**src/rtl/alien_swarm.sv**
```systemverilog
// Alien formation: N_ROWS x N_COLS enemies marching together. Tracks the alive mask,
// resolves one bullet kill per frame, moves/drops the formation on fsync and drives
// the enemy pixel layer combinationally.
module alien_swarm #(
  parameter int unsigned N_COLS        = 8,
  parameter int unsigned N_ROWS        = 4,
  parameter int unsigned ALIEN_W       = 24,
  parameter int unsigned ALIEN_H       = 16,
  parameter int unsigned PITCH_X       = 32,
  parameter int unsigned PITCH_Y       = 24,
  parameter int unsigned START_X       = 64,
  parameter int unsigned START_Y       = 48,
  parameter int unsigned SPEED         = 2,
  parameter int unsigned SPEEDUP_SHIFT = 3,
  parameter int unsigned DROP          = 8,
  parameter int unsigned HRES          = 640,
  parameter int unsigned LAND_Y        = 440,
  parameter logic [23:0] COLOR         = 24'h00FF00,
  localparam int unsigned NUM_ALIENS   = N_ROWS * N_COLS,
  localparam int unsigned IDX_W        = (NUM_ALIENS > 1) ? $clog2(NUM_ALIENS) : 1,
  localparam int unsigned CNT_W        = $clog2(NUM_ALIENS + 1)
) (
  input  logic                    pixel_clk,
  input  logic                    rst,
  input  logic                    fsync,
  input  logic                    wave_restart,
  input  logic signed [11:0]      hpos,
  input  logic signed [11:0]      vpos,
  input  logic signed [11:0]      bullet_x,
  input  logic signed [11:0]      bullet_y,
  input  logic                    bullet_active,
  output logic [7:0]              pixel [0:2],
  output logic                    active,
  output logic                    hit,
  output logic [IDX_W-1:0]        hit_index,
  output logic [NUM_ALIENS-1:0]   alive_mask,
  output logic [CNT_W-1:0]        alive_count,
  output logic                    all_dead,
  output logic                    landed
);

  localparam logic signed [11:0] ALIEN_W_S = 12'(ALIEN_W);
  localparam logic signed [11:0] ALIEN_H_S = 12'(ALIEN_H);
  localparam logic signed [11:0] START_X_S = 12'(START_X);
  localparam logic signed [11:0] START_Y_S = 12'(START_Y);
  localparam logic signed [11:0] SPEED_S   = 12'(SPEED);
  localparam logic signed [11:0] DROP_S    = 12'(DROP);
  localparam logic signed [11:0] HRES_S    = 12'(HRES);
  localparam logic signed [11:0] LAND_S    = 12'(LAND_Y);

  logic signed [11:0]    ox_q, ox_d, oy_q, oy_d;
  logic                  move_left_q, move_left_d;
  logic [NUM_ALIENS-1:0] mask_q, mask_d;
  logic [CNT_W-1:0]      count_q, count_d;
  logic                  hit_q, hit_d;
  logic [IDX_W-1:0]      hit_index_q, hit_index_d;
  logic                  landed_q, landed_d;

  logic signed [11:0]    col_x [N_COLS];
  logic signed [11:0]    row_y [N_ROWS];
  logic [N_COLS-1:0]     col_live, pix_col, bul_col;
  logic [N_ROWS-1:0]     row_live, pix_row, bul_row;
  logic [NUM_ALIENS-1:0] pix_sel, bul_sel;

  logic                  kill;
  logic [IDX_W-1:0]      kill_idx;
  logic [CNT_W-1:0]      killed;
  logic signed [11:0]    step, left_x, right_x, bottom_y;
  logic                  dead_now, land_now;

  // Per-column geometry, liveness and comparators for the beam and the bullet.
  for (genvar c = 0; c < N_COLS; c++) begin : g_col
    logic [N_ROWS-1:0] col_bits;
    for (genvar r = 0; r < N_ROWS; r++) begin : g_bit
      assign col_bits[r] = mask_q[r*N_COLS + c];
    end
    assign col_x[c]    = ox_q + 12'(c * PITCH_X);
    assign col_live[c] = |col_bits;
    assign pix_col[c]  = (hpos >= col_x[c]) && (hpos <= col_x[c] + ALIEN_W_S);
    assign bul_col[c]  = (bullet_x >= col_x[c]) && (bullet_x <= col_x[c] + ALIEN_W_S);
  end

  // Per-row geometry, liveness and comparators.
  for (genvar r = 0; r < N_ROWS; r++) begin : g_row
    assign row_y[r]    = oy_q + 12'(r * PITCH_Y);
    assign row_live[r] = |mask_q[r*N_COLS +: N_COLS];
    assign pix_row[r]  = (vpos >= row_y[r]) && (vpos <= row_y[r] + ALIEN_H_S);
    assign bul_row[r]  = (bullet_y >= row_y[r]) && (bullet_y <= row_y[r] + ALIEN_H_S);
  end

  // Cross row and column matches into per-alien selects.
  for (genvar i = 0; i < NUM_ALIENS; i++) begin : g_sel
    assign pix_sel[i] = pix_col[i % N_COLS] && pix_row[i / N_COLS];
    assign bul_sel[i] = bul_col[i % N_COLS] && bul_row[i / N_COLS];
  end

  // Lowest-index live alien under the bullet; scanned downward so the lowest wins.
  always_comb begin
    kill     = 1'b0;
    kill_idx = '0;
    for (int i = NUM_ALIENS - 1; i >= 0; i--) begin
      if (bullet_active && bul_sel[i] && mask_q[i]) begin
        kill     = 1'b1;
        kill_idx = IDX_W'(i);
      end
    end
  end

  // Formation extents from the outermost surviving columns and the lowest live row.
  always_comb begin
    right_x  = ox_q + ALIEN_W_S;
    left_x   = ox_q;
    bottom_y = oy_q + ALIEN_H_S;
    for (int c = 0; c < N_COLS; c++) begin
      if (col_live[c]) right_x = col_x[c] + ALIEN_W_S;
    end
    for (int c = N_COLS - 1; c >= 0; c--) begin
      if (col_live[c]) left_x = col_x[c];
    end
    for (int r = 0; r < N_ROWS; r++) begin
      if (row_live[r]) bottom_y = row_y[r] + ALIEN_H_S;
    end
  end

  assign killed   = CNT_W'(NUM_ALIENS) - count_q;
  assign step     = SPEED_S + 12'(killed >> SPEEDUP_SHIFT);
  assign dead_now = (count_q == '0);
  // Landing freezes the formation from the very frame it is detected.
  assign land_now = !landed_q && !dead_now && (bottom_y >= LAND_S);

  // Next-state: restart beats fsync; a kill and a move may share one frame.
  always_comb begin
    ox_d        = ox_q;
    oy_d        = oy_q;
    move_left_d = move_left_q;
    mask_d      = mask_q;
    count_d     = count_q;
    hit_d       = 1'b0;
    hit_index_d = hit_index_q;
    landed_d    = landed_q;
    if (wave_restart) begin
      ox_d        = START_X_S;
      oy_d        = START_Y_S;
      move_left_d = 1'b0;
      mask_d      = '1;
      count_d     = CNT_W'(NUM_ALIENS);
      landed_d    = 1'b0;
    end else if (fsync) begin
      if (kill) begin
        mask_d[kill_idx] = 1'b0;
        count_d          = count_q - CNT_W'(1);
        hit_d            = 1'b1;
        hit_index_d      = kill_idx;
      end
      if (land_now) begin
        landed_d = 1'b1;
      end else if (!landed_q && !dead_now) begin
        if (!move_left_q) begin
          if (right_x + step < HRES_S) begin
            ox_d = ox_q + step;
          end else begin
            move_left_d = 1'b1;
            oy_d        = oy_q + DROP_S;
          end
        end else begin
          if (left_x - step > 12'sd0) begin
            ox_d = ox_q - step;
          end else begin
            move_left_d = 1'b0;
            oy_d        = oy_q + DROP_S;
          end
        end
      end
    end
  end

  // State register with synchronous reset.
  always_ff @(posedge pixel_clk) begin
    if (rst) begin
      ox_q        <= START_X_S;
      oy_q        <= START_Y_S;
      move_left_q <= 1'b0;
      mask_q      <= '1;
      count_q     <= CNT_W'(NUM_ALIENS);
      hit_q       <= 1'b0;
      hit_index_q <= '0;
      landed_q    <= 1'b0;
    end else begin
      ox_q        <= ox_d;
      oy_q        <= oy_d;
      move_left_q <= move_left_d;
      mask_q      <= mask_d;
      count_q     <= count_d;
      hit_q       <= hit_d;
      hit_index_q <= hit_index_d;
      landed_q    <= landed_d;
    end
  end

  // Outputs and zero-latency render layer (B, G, R order).
  always_comb begin
    active      = |(mask_q & pix_sel);
    pixel[0]    = active ? COLOR[7:0]   : 8'h00;
    pixel[1]    = active ? COLOR[15:8]  : 8'h00;
    pixel[2]    = active ? COLOR[23:16] : 8'h00;
    hit         = hit_q;
    hit_index   = hit_index_q;
    alive_mask  = mask_q;
    alive_count = count_q;
    all_dead    = dead_now;
    landed      = landed_q;
  end

endmodule

```
**config.mk**
```make
export PLATFORM = sky130hd
export DESIGN_NAME = alien_swarm
export DESIGN_NICKNAME = d
export VERILOG_FILES = /design/src/rtl/alien_swarm.sv
export SDC_FILE = /design/constraint.sdc
export NUM_CORES = 1
export LEC_CHECK = 0
export BUFFER_PORTS_ARGS = -buffer_cell sky130_fd_sc_hd__buf_2
export CAP_MARGIN = 15
export CORE_ASPECT_RATIO = 2
export CORE_MARGIN = 2
export CORE_UTILIZATION = 45
export DETAILED_ROUTE_END_ITERATION = 16
export RECOVER_POWER = 100
export SKIP_CTS_REPAIR_TIMING = 1
export SYNTH_ARGS = -nofsm -noshare
export SYNTH_HDL_FRONTEND = slang
export SYNTH_SLANG_ARGS = --single-unit
```
**constraint.sdc**
```tcl
create_clock -name pixel_clk -period 6.21 [get_ports pixel_clk]
set_input_delay 1.863 -clock pixel_clk [delete_from_list [all_inputs] [get_ports pixel_clk]]
set_output_delay 1.863 -clock pixel_clk [all_outputs]
set_load 0.01 [all_outputs]
```
* After elaboration in Yosys (flattened, before gate mapping)
Cells that the tools add are included.
** Operators by class
- $add $sub $neg :: 30
- Muxes and demuxes :: 95
- Eq/ne operators :: 3
- Bitwise gates (word level) :: 6
- Order comparisons :: 53
- Reduce and logical (&&, ||, !) cells :: 179
** Operator list (count)
- $ge A12 B12 Y1 :: 24
- $le A12 B12 Y1 :: 24
- $mux W12 :: 24
- $add A12 B6 Y12 const B :: 14
- $mux W5 :: 32
- $logic_and A1 B1 Y1 :: 155
- $and A32 B32 Y32 :: 2
- $add A12 B8 Y12 const B :: 4
- $mux W1 :: 37
- $add A12 B7 Y12 const B :: 3
- $not A32 Y32 :: 1
- $reduce_or A32 Y1 :: 1
- $reduce_or A4 Y1 :: 8
- $add A12 B5 Y12 :: 2
- $add A12 B5 Y12 const B :: 2
- $reduce_or A8 Y1 :: 3
- $sub A12 B5 Y12 :: 2
- $ge A12 B10 Y1 const B :: 1
- $gt A12 B1 Y1 const B :: 1
- $lt A12 B11 Y1 const B :: 1
- $reduce_and A5 Y1 :: 2
- $mux W8 :: 1
- $logic_not A6 Y1 :: 1
- $lt A5 B6 Y1 const B :: 1
- 14 further kinds :: 20
** Storage, ports and cells
- Word-level logic and storage cells :: 374
- Bits in registers :: 70
- Output and inout bits :: 71
- Input port bits :: 53

* Logic depth before layout (Yosys ltp)
- Depth after elaboration :: 45
- Mapped depth :: 23

* Worst setup path before layout
No wires, ideal clock.
- Path type :: input to output
- From :: input port hpos[1]
- To :: output port pixel[10] (netlist name)
- Path slack :: -0.329 ns
- Stages on the path :: 13
- Required time :: 4.347 ns
- Data arrival time :: 4.676 ns
- Cells stage by stage :: ha_1 > nor2b_1 > o21a_1 > o21bai_1 > a211o_1 > a21oi_1 > nor3_1 > a21oi_1 > a2111oi_0 > a22oi_1 > a31o_2 > nand4_1 > buf_4
** RTL lines
- start, declared :: line 27 : input logic signed [11:0] hpos,
- end, declared :: line 32 : output logic [7:0] pixel [0:2],

==> results.py <==
metrics = {
    "status": {
        "status": "finished with violations",
        "violations": "setup timing",
    },
    "setup_path": {
        "path_class": "in2out",
        "critPathBufInv": 6,
        "reg2reg_slack_ns": 0.56,
        "worst_setup_path_start_kind": "input port",
        "reg2regPathDepth": 20,
        "crit_path_max_fanout": 4,
        "cpPeakStageDelay_ns": 0.26,
        "critical-path-top-delay-family": "compound AO/OA/AOI/OAI gates",
        "r2r-start": "oy_q[4]$_SDFFE_PP1P_",
        "r2r_end": "alive_mask[5]$_SDFFE_PP1P_",
        "crit_chain": "buf_6 > inv_2 > ha_4 > nand2b_4 > a21o_1 > a21o_1 > a21oi_4 > o21ai_4 > and4_1 > o31ai_1 > a21oi_1 > buf_4 > a221oi_2 > a31o_2 > nand4_1 > buf_6 > clkbuf_16 > buf_2",
        "worst_setup_path_end_kind": "output port",
        "required_ns": 4.35,
        "crit_slowest_cell": "a221oi_2",
        "crit_arrival_ns": 4.70,
    },
    "detailed_routing": {
        "viasPerCell": 6.80,
        "vias": 20144,
        "dr.pass1.iters": 5,
        "drtAntennaViolNets": 0,
        "wirelength_um": 90800,
        "dr.first_iter.drc_count": 1502,
        "routedWlPerCell_um": 30.7,
        "drc_errors": 0,
    },
    "timing": {
        "worst_slew_pin_slew_ns": 0.994,
        "maxSlewViolCount": 0,
        "finalCritPeriodShare_pct": 106,
        "final.setup_skew_ns": 0.0142,
        "final-setup-viol-count": 9,
        "postLayoutSetupSlackWorst_ns": -0.355,
        "hold-worst-slack_ns": 0.465,
        "clock.fmax_mhz": 152,
        "grt_setup_unrepaired": "yes",
        "min_period_ns": 6.57,
        "finalHoldViolCount": 0,
        "relSlewSlack_pct": 33.2,
    },
    "global_route": {
        "grt_remaining_overflow": 0,
        "grt_pass1_wl_um": 133000,
        "antenna_found_initial": 0,
        "grt_use_total_pct": 46.2,
        "grt_max_degree": 36,
        "grt_pass1_vias": 20334,
    },
    "final_layout": {
        "fin_nets": 2920,
        "fin_area_um2": 20500,
        "layout_commonest_cell": "ha_1",
        "final_cell_mix": "ha_1, buf_4, nand2_1, nor2_1, a21oi_1",
        "n_antenna_cell": 0,
        "drive_gt1_share_pct": 20.3,
        "area_delta_synth_final_pct": 21.9,
    },
    "logic_synthesis": {
        "yosysWarnings": 0,
        "synth_area_um2": 16800,
        "syn_inst": 2183,
        "synth_async_sr_flop_share_pct": 0,
        "yosysSeqAreaShare_pct": 7.99,
        "ys_types": 111,
        "ys_seq_elements": 67,
        "avgSynthCellArea_um2": 7.69,
        "synth_ff_type": "dfxtp_1",
        "synth_edf_count": 0,
    },
    "clock_network": {
        "cts_root_buf": "clkbuf_16",
        "path_clk_slew_ns": 0.06,
        "cts_tree": "built",
        "cts_buffer_depth": 2,
        "clock_latency_ns": 0.36,
        "htree_levels": 3,
        "clock-sinks": 67,
        "cts_buffers": 9,
    },
    "pwr": {
        "power_density_nw_per_um2": 114,
        "power.leakage_nw": 8.53,
        "ir_drop_mv": 0.131,
    },
    "floorplan": {
        "num_rows": 100,
        "die_width_um": 141,
        "core_area_um2": 37000,
        "die_h_um": 277,
        "io_pins": 124,
        "start_util_pct": 45.3,
        "dieArea_um2": 39000,
    },
    "flow_run": {
        "drv_cap": 0,
    },
    "hold_path": {
        "min_path_cells": 2,
        "hold_end": "hit_index[2]$_SDFFE_PP0P_",
        "hp-start": "hit_index[2]$_SDFFE_PP0P_",
        "worst_hold_path_type": "reg2reg",
    },
    "placed_design": {
        "port_buffers": 107,
        "place_area_um2": 19600,
        "place_ws_ns": -0.400,
        "hpwl_um": 74700,
        "gp_congestion": 1.12,
    },
}
==> stage by stage <==
stage	util (%)	cells	total power, W	setup TNS, ns
after global placement	52.9	2935	0.00167	-3.24
final	55.3	2962	0.00233	-3.10
after floorplan	-	2198	0.00122	0
after CTS	53.7	2951	0.00224	-3.88
after global routing	55.3	2962	0.00245	-4.19
after detailed placement	52.9	2935	0.00169	-3.58
==> final cells by class <==
cell class,instances,area [um2]
Fill cell,3651,16600
Inverter,125,469
Clock buffer,9,225
Timing Repair Buffer,385,2730
Multi-Input combinational cell,1910,15100
Tap cell,459,574
Clock inverter,7,73.8
Sequential cell,67,1340
==> metal layers <==
metal,up-vias,share of wire [%],GRT usage (%)
li1,8981,-,-
met1,9459,29,39.1
met2,1100,49,81.7
met3,602,6.0,10.3
met4,2,16,53.6
met5,-,0.040,1.03
==> power breakdown <==
part	internal, W	switching (W)	total, W
combinational	0.000532	0.000792	0.00132
sequential	0.000441	0.0000199	0.000461
clock	0.000313	0.000235	0.000549
total	0.00129	0.00105	0.00233
==> worst register-to-register path, delay by kind of cell (launching register included) <==
| kind | cells | cell delay, ns |
|---|---|---|
| XOR/XNOR | 1 | 0.35 |
| AO/OA/AOI/OAI | 12 | 3.33 |
| adder cells (fa/ha/maj) | 2 | 0.61 |
| buffers and inverters | 3 | 0.48 |
| flip-flops | 1 | 0.38 |
| AND/OR/NAND/NOR | 2 | 0.34 |
==> registers in the layout (all words and copies together) (netlist names) <==
signal and cells:
landed 1, alive_mask 32, alive_count 6, move_left_q 1, hit 1, ox_q 12
oy_q 9, hit_index 5
==> kinds of logic after synthesis <==
kind of cell | after synthesis | share of synthesized area, %
AND/OR/NAND/NOR | 725 | 22.6
AO/OA/AOI/OAI | 663 | 28.3
adder cells (fa/ha/maj) | 371 | 27.7
buffers and inverters | 221 | 5.93
XOR/XNOR | 122 | 6.67
flip-flops | 67 | 7.99
multiplexers | 13 | 0.805
other | 1 | 0.0223
==> cell usage after synthesis, types with 15 or more instances <==
library cell	n	area share [%]
and2_1	22	0.82
a31oi_1	30	1.1
nor3_1	65	1.9
a211oi_1	28	1.3
a21o_1	31	1.4
buf_4	29	1.3
clkbuf_1	35	0.78
nand4_1	52	1.9
o211ai_1	30	1.3
dfxtp_1	67	8.0
nand2b_1	20	0.75
nor2b_1	37	1.4
buf_2	28	0.83
xor2_1	25	1.3
ha_1	367	27
o21a_1	40	1.8
nand3_1	92	2.7
nand2_1	145	3.2
xnor2_1	91	4.7
or4_1	17	0.76
and3_1	24	0.89
inv_1	116	2.6
nor4_1	33	1.2
nor2_1	138	3.1
a211o_1	19	0.99
o21ai_0	115	3.4
o31ai_1	15	0.67
a21oi_1	130	3.9
==> worst max path at each step <==
stage,depth (start not counted),start,slack (ns),to
6_report,18,hpos[0],-0.36,pixel[15]
5_1_grt,18,hpos[0],-0.48,pixel[11]
4_1_cts,19,ox_q[6]$_SDFFE_PP1P_,-0.43,pixel[15]
2_1_floorplan,11,vpos[3],0.003,pixel[10]
3_3_place_gp,14,vpos[4],-0.36,active
3_5_place_dp,17,hpos[0],-0.40,pixel[15]
No activity file was read; power rests on OpenSTA's default activity.
